[src/rtl/dmux_4_8way_reg.sv]
// Registered 1-to-4 and 1-to-8 demultiplexers sharing one data input and select bus.
// Unselected outputs are driven to zero; every output updates one cycle after sampling.
module dmux_4_8way_reg #(
    parameter int unsigned WIDTH = 1
) (
    input  logic             clk,
    input  logic             rst_n,
    input  logic [WIDTH-1:0] in,
    input  logic [2:0]       sel,
    output logic [WIDTH-1:0] a,
    output logic [WIDTH-1:0] b,
    output logic [WIDTH-1:0] c,
    output logic [WIDTH-1:0] d,
    output logic [WIDTH-1:0] e,
    output logic [WIDTH-1:0] f,
    output logic [WIDTH-1:0] g,
    output logic [WIDTH-1:0] h,
    output logic [WIDTH-1:0] i,
    output logic [WIDTH-1:0] j,
    output logic [WIDTH-1:0] k,
    output logic [WIDTH-1:0] l
);

    logic [WIDTH-1:0] out4_d [4];
    logic [WIDTH-1:0] out4_q [4];
    logic [WIDTH-1:0] out8_d [8];
    logic [WIDTH-1:0] out8_q [8];

    // The 4-way section only looks at sel[1:0], so sel 4..7 alias onto a..d.
    always_comb begin
        for (int n = 0; n < 4; n++) begin
            out4_d[n] = (sel[1:0] == 2'(n)) ? in : '0;
        end
        for (int n = 0; n < 8; n++) begin
            out8_d[n] = (sel == 3'(n)) ? in : '0;
        end
    end

    always_ff @(posedge clk or negedge rst_n) begin
        if (!rst_n) begin
            for (int n = 0; n < 4; n++) begin
                out4_q[n] <= '0;
            end
            for (int n = 0; n < 8; n++) begin
                out8_q[n] <= '0;
            end
        end else begin
            for (int n = 0; n < 4; n++) begin
                out4_q[n] <= out4_d[n];
            end
            for (int n = 0; n < 8; n++) begin
                out8_q[n] <= out8_d[n];
            end
        end
    end

    assign a = out4_q[0];
    assign b = out4_q[1];
    assign c = out4_q[2];
    assign d = out4_q[3];
    assign e = out8_q[0];
    assign f = out8_q[1];
    assign g = out8_q[2];
    assign h = out8_q[3];
    assign i = out8_q[4];
    assign j = out8_q[5];
    assign k = out8_q[6];
    assign l = out8_q[7];

endmodule

[config.mk]
export PLATFORM = sky130hd
export DESIGN_NAME = dmux_4_8way_reg
export DESIGN_NICKNAME = d
export VERILOG_FILES = /design/src/rtl/dmux_4_8way_reg.sv
export SDC_FILE = /design/constraint.sdc
export NUM_CORES = 1
export LEC_CHECK = 0
export BUFFER_PORTS_ARGS = -buffer_cell sky130_fd_sc_hd__buf_4
export CAP_MARGIN = 30
export CELL_PAD_IN_SITES_DETAIL_PLACEMENT = 0
export CELL_PAD_IN_SITES_GLOBAL_PLACEMENT = 1
export CORE_UTILIZATION = 30
export DETAILED_ROUTE_END_ITERATION = 8
export PLACE_DENSITY = 0.65
export SLEW_MARGIN = 15
export SYNTH_ARGS = -nofsm -noshare
export SYNTH_HDL_FRONTEND = slang
export SYNTH_SLANG_ARGS = --single-unit
[constraint.sdc]
create_clock -name clk -period 0.99 [get_ports clk]
set_input_delay 0.1485 -clock clk [delete_from_list [all_inputs] [get_ports clk]]
set_output_delay 0.1485 -clock clk [all_outputs]
set_load 0.02 [all_outputs]
== Word level (Yosys, flattened, before mapping) ==
Index checks and enable logic that the tools add are counted.

* Add/sub/neg operators: 0
* $mul: 0
* Div/mod/pow operators: 0
* Order comparisons: 0
* Eq/ne operators: 10
* Shift-type cells: 0
* Muxes and demuxes: 12
* Bitwise operators: 0
* Reduce and logical (&&, ||, !) cells: 2

{| class="wikitable"
|+ Operators with widths
! kind !! count
|-
| equality test 3 bit, second input constant || 4
|-
| 2-to-1 mux 1 bit || 12
|-
| equality test 3 x 2 -> 1 bit, second input constant || 2
|-
| equality test 2 bit, second input constant || 2
|-
| equality test 3 x 1 -> 1 bit, second input constant || 1
|-
| zero test 3 bit || 1
|-
| equality test 2 x 1 -> 1 bit, second input constant || 1
|-
| zero test 2 bit || 1
|}

* Register bits: 12
* Bits in latches: 0
* RAM bits: 0
* Bits in read-only memories: 0
* Output and inout bits: 12
* Word-level logic and storage cells: 36
* Memories kept: 0

== Depth between registers and ports, before layout ==
* Depth in word-level cells: 2
* Depth in mapped cells: 2
* Gate-level depth less buffers: 1

== Worst setup path after synthesis ==
OpenSTA, ideal clock, no wires.

* Path kind: input-to-reg
* Start: input port sel[1]
* End: register out8_q (netlist bit e)
* Library setup time: 0.094 ns
* Data arrival time: 0.498 ns
* Slack: 0.398 ns
* Cell stages on the path: 2
* Path through: buf_6 > nor4b_4

{| class="wikitable"
|+ RTL lines
! what !! line !! source
|-
| start, declared || 9 || <nowiki>input logic [2:0] sel,</nowiki>
|-
| end signal, assigned by index || 52 || <nowiki>out8_q[n] <= out8_d[n];</nowiki>
|-
| end, declared || 27 || <nowiki>logic [WIDTH-1:0] out8_q [8];</nowiki>
|}

== Worst setup path in the final report ==
* Start: register out4_q (netlist bit b)
* End: output port b

{| class="wikitable"
|+ RTL lines
! what !! line !! source
|-
| start, declared || 25 || <nowiki>logic [WIDTH-1:0] out4_q [4];</nowiki>
|-
| start signal, assigned by index || 49 || <nowiki>out4_q[n] <= out4_d[n];</nowiki>
|-
| end, declared || 11 || <nowiki>output logic [WIDTH-1:0] b,</nowiki>
|}

No word-level cell between the ends.

==> impl_metrics.env <==
export IMPL_arrival_ns=0.79
export IMPL_cts_sinks=12
export IMPL_port_buffers=17
export IMPL_path_cells="buf_4"
export IMPL_htree_levels=1
export IMPL_via_count=279
export IMPL_die_x_um=41.3
export IMPL_cp_depth=1
export IMPL_dr_pass1_iters=3
export IMPL_worstMarginPinSlew_ns=0.182
export IMPL_wl_um=751
export IMPL_cts_tree="built"
export IMPL_core_mm2=0.00137
export IMPL_grtUsageTotal=0.108
export IMPL_power_leakage_nw=0.349
export IMPL_cts_setup_buffers=0
export IMPL_peakVddDrop_v=0.000637
export IMPL_die_y_um=41.3
export IMPL_timing_fmax_mhz=1070
export IMPL_crit_family="flip-flops"
export IMPL_crit_fanout=1
export IMPL_maxCapViolCount=0
export IMPL_max_stage_delay_ns=0.37
export IMPL_gp_congestion=0.652
export IMPL_critical_path_buf_inv_count=1
export IMPL_endpoint_kind="output pin"
export IMPL_cts_buffers_inserted=3
export IMPL_grt_pass1_wl_um=1150
export IMPL_worst_path_max_delay_cell="dfrtp_1"
export IMPL_worstPathRequired_ns=0.84
export IMPL_hold_violations=0
export IMPL_syn_area_um2=464
export IMPL_status="complete, no violations"
export IMPL_avgSynthCellArea_um2=17.2
export IMPL_relSlewSlack=0.878
export IMPL_grt_max_degree=13
export IMPL_ys_top_cells_by_area="dfrtp_1 65%, and4bb_1 8.1%, and4b_1 6.5%, nor4b_4 5.1%, buf_6 4.9%"
export IMPL_hold_buffers=1
export IMPL_drtIter0Drc=6
export IMPL_detail_route_antenna_nets=0
export IMPL_cts_max_path_buffers=2
export IMPL_synth_fp_nets=33
export IMPL_routed_via_density=4.57
export IMPL_yosysWarnings=0
export IMPL_fin_crit_ns=0.935
export IMPL_yosysTopAreaCellShare=0.647
export IMPL_antenna_found_initial=0
export IMPL_synth_top_area_cell="dfrtp_1"
export IMPL_tns_ns=0
export IMPL_grt_pass1_vias=253
export IMPL_worst_setup_path_start_kind="flip-flop"
export IMPL_setup_viol=0
export IMPL_drive_gt1_frac=0.500
export IMPL_diodes=0
export IMPL_dieArea_mm2=0.00171
export IMPL_area_growth_pct=35.6
export IMPL_wl_per_cell_um=12.3
export IMPL_worstHoldPathType="primary input to flip-flop"
export IMPL_layout_nets=53
export IMPL_pin_count=18
export IMPL_syn_inst=27
export IMPL_start_util=0.340
export IMPL_num_rows=13
export IMPL_ys_seq_area_frac=0.647
export IMPL_min_path_cells=2
export IMPL_route_detailed_drc=0
export IMPL_synthDistinctLibCells=10
export IMPL_grt_overflow_total=0
export IMPL_post_cts_resized=0
export IMPL_p_per_area_mw_per_mm2=1560
export IMPL_worstSetupPathType="flip-flop to output pin"
export IMPL_finalCritPeriodShare=0.944
export IMPL_cts_reportedPaths_clkPinSlew_ns=0.07
export IMPL_rsz0062_at_grt="false"
export IMPL_synth_seq_cells=12
export IMPL_root_buffer="clkbuf_4"
export IMPL_finalMaxSlewViolations=0
export IMPL_final_util=0.461
==> logic make-up (layout without fill, tap and decap cells) <==
family        after synthesis  in the layout  share of synthesized area
simple gates               12             12                      0.294
buf+inv                     3             22                     0.0593
flops                      12             12                      0.647
==> state kept, by name, indices dropped and copies added, names as in the netlist <==
| register | flops |
|---|---|
| c | 1 |
| d | 1 |
| h | 1 |
| a | 1 |
| i | 1 |
| b | 1 |
| f | 1 |
| l | 1 |
| j | 1 |
| k | 1 |
| e | 1 |
| g | 1 |
==> cells in the mapped netlist <==
master and count:
nor3b_2 1, and4bb_1 3, buf_2 1, and3_1 1, dfrtp_1 12, and4_1 1
nor4b_4 1, and4b_1 3, and3b_1 2, buf_6 2
==> metal layers <==
layer	track usage	wire [µm]	part of all wire
met5	0	0	0
met4	0.0726	0	0
met3	0.0160	46	0.061
met2	0.180	403	0.54
met1	0.127	301	0.40
==> final timing paths <==
kind | from | to
max | b | b
min | sel[2] | e
max in group asynchronous | rst_n | l
min in group asynchronous | rst_n | d
==> area by class of cell <==
class | instances | area [µm²]
clock buffer | 4 | 36.3
fill | 130 | 737
multi-input combinational | 12 | 136
sequential | 12 | 300
tap | 15 | 18.8
timing repair buffer | 18 | 138
==> layout by cell type (no fill, tap or decap), drive strengths merged <==
| master | synthesis | routed |
|---|---|---|
| and3 | 1 | 1 |
| and3b | 2 | 2 |
| and4 | 1 | 1 |
| and4b | 3 | 3 |
| and4bb | 3 | 3 |
| buf | 3 | 17 |
| clkbuf | 0 | 4 |
| dfrtp | 12 | 12 |
| dlygate4sd3 | 0 | 1 |
| nor3b | 1 | 1 |
| nor4b | 1 | 1 |
==> power breakdown <==
part | switching [W] | internal (W)
Sequential | 0.00000393 | 0.000504
Clock | 0.000144 | 0.000223
Combinational | 0.0000591 | 0.0000503
Total | 0.000207 | 0.000777
==> through the flow <==
step                instances  power, W  setup WS, ns  hold slack (ns)  instance area (µm²)
finish                     61  0.000985        0.0554            0.102                  629
global route               61   0.00103        0.0217           0.0965                  629
CTS                        61  0.000996        0.0472           0.0943                  629
detailed placement         56  0.000627         0.330         -0.00901                  583
global placement           56  0.000621         0.347          -0.0150                  583
floorplan                  27  0.000577         0.398           -0.147                  464
(Power assumes the default switching activity.)
